File: src/rtl/beam_seq_pkg.sv
// Shared types, default geometry and width helpers for the beam sequencer.
package beam_seq_pkg;

  // Width of a field that must index n items; never narrower than one bit.
  function automatic int width_of(input int n);
    return (n > 1) ? $clog2(n) : 1;
  endfunction

  localparam int DEF_CFG_W   = 16;
  localparam int DEF_DEPTH   = 16;
  localparam int DEF_N_MODES = 4;
  localparam int DEF_DWELL_W = 16;

  localparam int MODE_W         = $clog2(DEF_N_MODES);
  localparam int IDX_W          = $clog2(DEF_DEPTH);
  localparam int BYTES_PER_WORD = DEF_CFG_W / 8;

  typedef enum logic [1:0] {
    ST_IDLE,
    ST_LOAD,
    ST_DWELL,
    ST_FINISH
  } seq_state_e;

endpackage

File: src/rtl/beam_seq_if.sv
// Host byte interface plus playback outputs of the beam sequencer.
interface beam_seq_if
  import beam_seq_pkg::*;
#(
  parameter int CFG_W   = DEF_CFG_W,
  parameter int DEPTH   = DEF_DEPTH,
  parameter int N_MODES = DEF_N_MODES,
  parameter int DWELL_W = DEF_DWELL_W
) ();
  localparam int BANK_W = width_of(N_MODES);
  localparam int SLOT_W = width_of(DEPTH);

  logic [BANK_W-1:0]  mode;
  logic               wr;
  logic               stb;
  logic [7:0]         dato;
  logic               seq_en;
  logic               loop;
  logic               stop;
  logic [DWELL_W-1:0] dwell;
  logic [CFG_W-1:0]   cfg_out;
  logic               cfg_valid;
  logic [SLOT_W-1:0]  step_idx;
  logic               busy;
  logic               done;

  modport master (
    output mode, wr, stb, dato, seq_en, loop, stop, dwell,
    input  cfg_out, cfg_valid, step_idx, busy, done
  );

  modport slave (
    input  mode, wr, stb, dato, seq_en, loop, stop, dwell,
    output cfg_out, cfg_valid, step_idx, busy, done
  );
endinterface

File: src/rtl/beam_seq_ram.sv
// Table storage: one write port, one registered read port, address {bank, idx}.
module beam_seq_ram #(
  parameter int CFG_W  = 16,
  parameter int ADDR_W = 6
) (
  input  logic              clk,
  input  logic              we_i,
  input  logic [ADDR_W-1:0] waddr_i,
  input  logic [CFG_W-1:0]  wdata_i,
  input  logic              re_i,
  input  logic [ADDR_W-1:0] raddr_i,
  output logic [CFG_W-1:0]  rdata_o
);
  logic [CFG_W-1:0] mem_q [2**ADDR_W];
  logic [CFG_W-1:0] rdata_q;

  // Write committed words and register the addressed word on a read.
  // NOTE: the array has no reset so it maps onto RAM macros; playback only
  // reads entries below len, which are always written first.
  always_ff @(posedge clk) begin
    if (we_i) mem_q[waddr_i] <= wdata_i;
    if (re_i) rdata_q <= mem_q[raddr_i];
  end

  assign rdata_o = rdata_q;
endmodule

File: src/rtl/beam_seq_engine.sv
// Beam-configuration sequencer: host byte assembler, per-bank length
// registers and the playback FSM around a banked table RAM.
module beam_seq_engine
  import beam_seq_pkg::*;
#(
  parameter int CFG_W   = DEF_CFG_W,
  parameter int DEPTH   = DEF_DEPTH,
  parameter int N_MODES = DEF_N_MODES,
  parameter int DWELL_W = DEF_DWELL_W
) (
  input logic       clk,
  input logic       rst_n,
  beam_seq_if.slave bus
);
  localparam int BANK_W = width_of(N_MODES);
  localparam int SLOT_W = width_of(DEPTH);
  localparam int NBYTES = CFG_W / 8;
  localparam int BCNT_W = width_of(NBYTES);
  localparam int ADDR_W = BANK_W + SLOT_W;

  // Write-side state.
  logic              wr_q, sess_q;
  logic [BANK_W-1:0] wbank_q;
  logic [SLOT_W:0]   ptr_q;
  logic [BCNT_W-1:0] bcnt_q;
  logic [CFG_W-1:0]  asm_q;
  logic [SLOT_W:0]   len_q [N_MODES];

  // Playback state and registered outputs.
  seq_state_e         state_q;
  logic [BANK_W-1:0]  pbank_q;
  logic               loop_q, pend_q;
  logic [DWELL_W-1:0] dwell_q, cnt_q;
  logic [SLOT_W-1:0]  idx_q;
  logic [CFG_W-1:0]   cfg_out_q;
  logic               cfg_valid_q, done_q;
  logic [SLOT_W-1:0]  step_idx_q;

  logic               busy, wr_rise, byte_ok, commit, we, more;
  logic [BANK_W-1:0]  cur_bank;
  logic [SLOT_W:0]    cur_ptr, sel_len, cur_len;
  logic [BCNT_W-1:0]  cur_bcnt;
  logic [CFG_W-1:0]   asm_word, rd_data;
  logic [DWELL_W-1:0] dwell_eff;
  logic [SLOT_W-1:0]  nxt_idx;

  assign busy    = (state_q != ST_IDLE);
  assign wr_rise = bus.wr & ~wr_q & ~busy;
  // A byte on the rising-edge cycle belongs to the new session.
  assign byte_ok  = bus.wr & bus.stb & ~busy & (sess_q | wr_rise);
  assign cur_bank = wr_rise ? bus.mode : wbank_q;
  assign cur_ptr  = wr_rise ? '0 : ptr_q;
  assign cur_bcnt = wr_rise ? '0 : bcnt_q;
  assign commit   = byte_ok && (cur_bcnt == BCNT_W'(NBYTES - 1));
  assign we       = commit && (cur_ptr < (SLOT_W + 1)'(DEPTH));

  assign sel_len   = len_q[bus.mode];
  assign cur_len   = len_q[pbank_q];
  assign dwell_eff = (bus.dwell == '0) ? DWELL_W'(1) : bus.dwell;
  assign more      = (({1'b0, idx_q} + 1'b1) < cur_len);
  assign nxt_idx   = more ? idx_q + 1'b1 : '0;

  // Drop the incoming byte into its lane of the word being assembled.
  // NOTE: the default assignment first keeps this block purely combinational.
  always_comb begin
    asm_word = asm_q;
    asm_word[{cur_bcnt, 3'b000} +: 8] = bus.dato;
  end

  beam_seq_ram #(.CFG_W(CFG_W), .ADDR_W(ADDR_W)) u_ram (
    .clk     (clk),
    .we_i    (we),
    .waddr_i ({cur_bank, cur_ptr[SLOT_W-1:0]}),
    .wdata_i (asm_word),
    .re_i    (state_q == ST_LOAD),
    .raddr_i ({pbank_q, idx_q}),
    .rdata_o (rd_data)
  );

  // Write sessions: open on wr rise, assemble bytes, commit words, track len.
  // NOTE: non-blocking assignments make every register see pre-edge values.
  always_ff @(posedge clk) begin
    if (!rst_n) begin
      wr_q    <= 1'b0;
      sess_q  <= 1'b0;
      wbank_q <= '0;
      ptr_q   <= '0;
      bcnt_q  <= '0;
      asm_q   <= '0;
      for (int b = 0; b < N_MODES; b++) len_q[b] <= '0;
    end else begin
      wr_q <= bus.wr;
      if (wr_rise) begin
        sess_q  <= 1'b1;
        wbank_q <= bus.mode;
        ptr_q   <= '0;
        bcnt_q  <= '0;
      end
      if (!bus.wr) begin
        sess_q <= 1'b0;
        bcnt_q <= '0;
      end
      if (byte_ok) begin
        asm_q  <= asm_word;
        bcnt_q <= commit ? '0 : cur_bcnt + 1'b1;
        if (we) begin
          ptr_q           <= cur_ptr + 1'b1;
          len_q[cur_bank] <= cur_ptr + 1'b1;
        end
      end
    end
  end

  // Playback FSM with registered outputs; stop overrides every transition.
  always_ff @(posedge clk) begin
    if (!rst_n) begin
      state_q     <= ST_IDLE;
      pbank_q     <= '0;
      loop_q      <= 1'b0;
      pend_q      <= 1'b0;
      dwell_q     <= '0;
      cnt_q       <= '0;
      idx_q       <= '0;
      cfg_out_q   <= '0;
      cfg_valid_q <= 1'b0;
      step_idx_q  <= '0;
      done_q      <= 1'b0;
    end else begin
      cfg_valid_q <= 1'b0;
      done_q      <= 1'b0;
      if (bus.stop) begin
        state_q <= ST_IDLE;
        pend_q  <= 1'b0;
      end else begin
        case (state_q)
          ST_IDLE: if (bus.seq_en) begin
            pbank_q <= bus.mode;
            loop_q  <= bus.loop;
            dwell_q <= dwell_eff;
            idx_q   <= '0;
            state_q <= (sel_len == '0) ? ST_FINISH : ST_LOAD;
          end
          ST_LOAD: begin
            pend_q  <= 1'b1;
            cnt_q   <= dwell_q - 1'b1;
            state_q <= ST_DWELL;
          end
          ST_DWELL: begin
            // The word read during LOAD reaches cfg_out on the first DWELL edge.
            if (pend_q) begin
              cfg_out_q   <= rd_data;
              step_idx_q  <= idx_q;
              cfg_valid_q <= 1'b1;
              pend_q      <= 1'b0;
            end
            if (cnt_q != '0) begin
              cnt_q <= cnt_q - 1'b1;
            end else if (more || loop_q) begin
              idx_q   <= nxt_idx;
              state_q <= ST_LOAD;
            end else begin
              state_q <= ST_FINISH;
            end
          end
          ST_FINISH: begin
            done_q  <= 1'b1;
            state_q <= ST_IDLE;
          end
          default: state_q <= ST_IDLE;
        endcase
      end
    end
  end

  assign bus.cfg_out   = cfg_out_q;
  assign bus.cfg_valid = cfg_valid_q;
  assign bus.step_idx  = step_idx_q;
  assign bus.busy      = busy;
  assign bus.done      = done_q;
endmodule
File: src/flat_wrapper.sv
// flat-port wrapper written by rule: the top's interface ports become plain ports
module beam_seq_engine_flat import beam_seq_pkg::*;
#(
  parameter int CFG_W   = DEF_CFG_W,
  parameter int DEPTH   = DEF_DEPTH,
  parameter int N_MODES = DEF_N_MODES,
  parameter int DWELL_W = DEF_DWELL_W
)
  (clk, rst_n, bus_mode, bus_wr, bus_stb, bus_dato, bus_seq_en, bus_loop, bus_stop, bus_dwell, bus_cfg_out, bus_cfg_valid, bus_step_idx, bus_busy, bus_done);
  beam_seq_if #(.CFG_W(CFG_W), .DEPTH(DEPTH), .N_MODES(N_MODES), .DWELL_W(DWELL_W)) bus_i ();
  input logic clk;
  input logic rst_n;
  input wire logic [$bits(bus_i.mode)-1:0] bus_mode;
  input wire logic [$bits(bus_i.wr)-1:0] bus_wr;
  input wire logic [$bits(bus_i.stb)-1:0] bus_stb;
  input wire logic [$bits(bus_i.dato)-1:0] bus_dato;
  input wire logic [$bits(bus_i.seq_en)-1:0] bus_seq_en;
  input wire logic [$bits(bus_i.loop)-1:0] bus_loop;
  input wire logic [$bits(bus_i.stop)-1:0] bus_stop;
  input wire logic [$bits(bus_i.dwell)-1:0] bus_dwell;
  output wire logic [$bits(bus_i.cfg_out)-1:0] bus_cfg_out;
  output wire logic [$bits(bus_i.cfg_valid)-1:0] bus_cfg_valid;
  output wire logic [$bits(bus_i.step_idx)-1:0] bus_step_idx;
  output wire logic [$bits(bus_i.busy)-1:0] bus_busy;
  output wire logic [$bits(bus_i.done)-1:0] bus_done;
  assign bus_i.mode = bus_mode;
  assign bus_i.wr = bus_wr;
  assign bus_i.stb = bus_stb;
  assign bus_i.dato = bus_dato;
  assign bus_i.seq_en = bus_seq_en;
  assign bus_i.loop = bus_loop;
  assign bus_i.stop = bus_stop;
  assign bus_i.dwell = bus_dwell;
  assign bus_cfg_out = bus_i.cfg_out;
  assign bus_cfg_valid = bus_i.cfg_valid;
  assign bus_step_idx = bus_i.step_idx;
  assign bus_busy = bus_i.busy;
  assign bus_done = bus_i.done;
  beam_seq_engine #(.CFG_W(CFG_W), .DEPTH(DEPTH), .N_MODES(N_MODES), .DWELL_W(DWELL_W)) u_core (.clk(clk), .rst_n(rst_n), .bus(bus_i));
endmodule
File: config.mk
export PLATFORM = sky130hd
export DESIGN_NAME = beam_seq_engine_flat
export DESIGN_NICKNAME = d
export VERILOG_FILES = /design/src/rtl/beam_seq_pkg.sv /design/src/rtl/beam_seq_if.sv /design/src/rtl/beam_seq_ram.sv /design/src/rtl/beam_seq_engine.sv /design/src/flat_wrapper.sv
export SDC_FILE = /design/constraint.sdc
export NUM_CORES = 1
export LEC_CHECK = 0
export ABC_AREA = 1
export BUFFER_PORTS_ARGS = -buffer_cell sky130_fd_sc_hd__buf_2
export CAP_MARGIN = 30
export CORE_ASPECT_RATIO = 0.8
export CORE_MARGIN = 3
export CORE_UTILIZATION = 45
export CTS_BUF_LIST = sky130_fd_sc_hd__clkbuf_2
export DETAILED_ROUTE_END_ITERATION = 7
export GPL_TIMING_DRIVEN = 0
export MAX_ROUTING_LAYER = met4
export PLACE_DENSITY = 0.64
export SLEW_MARGIN = 25
export SYNTH_ARGS = -nofsm -noshare
export SYNTH_HDL_FRONTEND = slang
export SYNTH_HIERARCHICAL = 1
export SYNTH_SLANG_ARGS = --single-unit
File: constraint.sdc
create_clock -name clk -period 5.7 [get_ports clk]
set_clock_uncertainty 0.2 [all_clocks]
set_input_delay 0.57 -clock clk [delete_from_list [all_inputs] [get_ports clk]]
set_output_delay 0.57 -clock clk [all_outputs]
set_load 0.03 [all_outputs]
==> metrics <==
status=finished, final reports clean; Synth Cell Area=47,700 um^2; CP Class=register to register; crit path time final=4.78 ns; Pwr Density=319 nW/um^2; count leader, synth=nand2_1; first element of the critical path=u_core/state_q[0]; HP Class=primary input to register; NetSw=5.38 mW; Pint=12.2 mW; VDD IR max=0.000208 V; Max-slew headroom=25.3%; GRT Overall Usage=29.1%; Die Ht=297 um; Slew @ Worst Pin=1.12 ns; post-route setup slack=approximately 0.92 ns; initial DRC count=4,908; drc violations=0; Critical Path RT=approximately 6.6 ns; unrepaired setup endpoints after global routing=no; CTS buffer count=292; top-area cell type share of the netlist area=66.7%; final hold viol count=0; Tot Pwr=17.6 mW; Netlist cell types=37; post-synth top area cell=edfxtp_1; first-pass GRT wire length=225 mm; Final Setup Violations=0; Post-synth EDFFs=~1,100; Yosys warnings=6; H-tree levels=5; utilization after layout=52.5%; total wire length=~160 mm; clock power share=a little under a third; Fillers=between 9,000 and 10,000; Commonest cells post-synth=1,478 x nand2_1, 1,060 x edfxtp_1, 896 x nand3_1; combinational power share=between 15 and 20%; max cap viols=0; vias in the first global route=33,880; Via density=5.62; Vias=between 30,000 and 40,000; fmax=209 MHz; sequential cell area=33,700 um^2; layout cells sized above 1=17.2%; asr flop ratio synth=0%; R2R Path End=u_core/u_ram/mem_q[12][10]; DR pass1 iterations=6; # Post-CTS Setup Buffers=0; clock transition at the registers of the reported paths=~0.090 ns; Cells on Worst Hold Path=5; final worst path period share=83.8%; Seq/Total Area, Yosys=between 70% and 80%; port bufs=54; Setup crit start kind=register; largest net degree at the start of global routing=50; syn_nets=4,334; later-pin clock latency in the skew report=approximately 1.6 ns; Worst R2R Path Depth=13; r2r setup slk=0.92 ns; hpwl dp=roughly 110 mm; # IOs=56; Seq cells post-synth=approximately 1,200; Cells after Synth=4,289; CTS resizes=0; Arr. time, crit path=between 5 and 6 ns; Endpoint, Worst Hold=u_core/bcnt_q; ANT nets after route=0; r2r startpoint=u_core/state_q[0]; Die Span X=370 um; switching share of power=30.6%; GR Overflow Total=0; Cell Rows=106; Critical Path Fanout Max=16; Num Clock Sinks=1,152; Worst Min Path Start=bus_wr; Main synth FF type=edfxtp_1; max-slew violation total from the final report=0; area of the die=110,000 um^2; layout net count=4,869; Pleak=between 20 and 25 nW; initial core utilization=45.5%; Area Overhead vs Synth=15.2%; Hold WS=0.243 ns; clock tree buffer depth=4; core area=105,000 um^2; root buffer cell=clkbuf_2; multi-input logic area=about 13,000 um^2; Avg Inst Size Synth=11.1 um^2; antenna violations before repair=11; CP Capture Type=register; gpl congestion=0.973; sequential share of power=53.2%; CTS tree=yes; WL per Instance=24.4 um; synth top area cells=edfxtp_1 67%, nand2_1 12%, nand3_1 9.4%; worst slack at placement=between 1 and 1.5 ns
what timing repair did:
| item | in CTS | in global routing |
|---|---|---|
| hold buffers | 103 | 0 |
| endpoints found under the setup margin | 0 | 0 |
| endpoints found under the hold margin | 1177 | 0 |
power by group through the flow:
stage / combinational [mW] / clock, mW / sequential, mW
global placement: 2.55 / 0 / 9.58
finish: 2.85 / 5.36 / 9.34
CTS: 2.75 / 5.44 / 9.34
floorplan: 1.49 / 0 / 9.53
detailed placement: 2.69 / 0 / 9.53
global route: 3.02 / 5.90 / 9.35
sequential cells by signal, summed over array words and instances, names as in the netlist, 5 cells and up, named ones only:
register / cells
u_core/asm_q: 16
u_core/dwell_q: 16
u_core/u_ram/rdata_o: 16
u_core/ptr_q: 5
u_core/u_ram/mem_q: 1024
u_core/cnt_q: 16
u_core/bus.cfg_out: 16
u_core/len_q: 20
cells in the final DEF (no fill, tap or decap), types with 47 or more instances in the layout:
cell type      Yosys  layout
nand2_1         1478    1470
edfxtp_1        1060    1060
nand3_1          896     896
clkbuf_2           0     414
buf_2            119     195
nor2_1           191     135
dlygate4sd3_1      0     103
dfxtp_1           92      92
inv_1             84      84
o21ai_0           71      71
buf_6             49      62
a21oi_1           55      55
clkinv_1           0      47
critical path, stage by stage (launching register included):
cell,delay (ns)
dfxtp_1,0.35
inv_1,0.14
ha_1,0.27
nand2_1,0.15
nor2_4,0.20
inv_2,0.14
nand2_2,0.10
nand2_4,0.10
nor2_4,0.17
nand2_2,0.09
clkinv_2,0.15
clkbuf_1,0.34
nand4_1,0.82
nor2_2,1.11
cell families (layout without fill, tap and decap cells):
| logic type | after synthesis | count (layout) | share of synthesized area (%) |
|---|---|---|---|
| buffers and inverters | 345 | 1059 | 4.01 |
| adder cells (fa/ha/maj) | 12 | 12 | 0.315 |
| other | 0 | 11 | 0 |
| AND/OR/NAND/NOR | 2615 | 2615 | 23.2 |
| flip-flops | 1152 | 1152 | 70.6 |
| AO/OA/AOI/OAI | 157 | 157 | 1.70 |
| XOR/XNOR | 8 | 8 | 0.147 |
cell type report:
class | instances | area share, %
Sequential cell | 1152 | 61.3
Multi-Input combinational cell | 2792 | 23.0
Timing Repair Buffer | 241 | 4.67
Clock buffer | 414 | 3.77
Tap cell | 1404 | 3.20
Buffer | 252 | 2.83
Inverter | 93 | 0.651
Clock inverter | 59 | 0.601
Antenna cell | 11 | 0.0501
per-stage QoR:
step / std cells / TNS [ns] / instance area [um^2]
detailed placement: 5829 / 0 / 51500
CTS: 6405 / 0 / 54900
finish: 6418 / 0 / 55000
floorplan: 4289 / 0 / 47700
global placement: 5747 / -779.57 / 49700
global route: 6417 / 0 / 55000
per-layer routing:
layer | wire length, um | global-route usage, %
met5 | 0 | -
met4 | 4980 | 10.7
met3 | 18500 | 6.98
met2 | 68300 | 41.1
met1 | 65100 | 40.9
how the worst max path moves through the flow:
stage	end	slack (ns)	depth (start not counted)
floorplan	u_core/u_ram/mem_q[48][0]	1.60	13
global placement	u_core/u_ram/mem_q[19][9]	-1.77	9
detailed placement	u_core/u_ram/mem_q[8][5]	1.18	14
CTS	u_core/u_ram/mem_q[8][5]	1.01	14
global route	u_core/u_ram/mem_q[12][10]	0.87	13
finish	u_core/u_ram/mem_q[12][10]	0.92	13
Note: power is estimated with default switching activity, not from simulation.
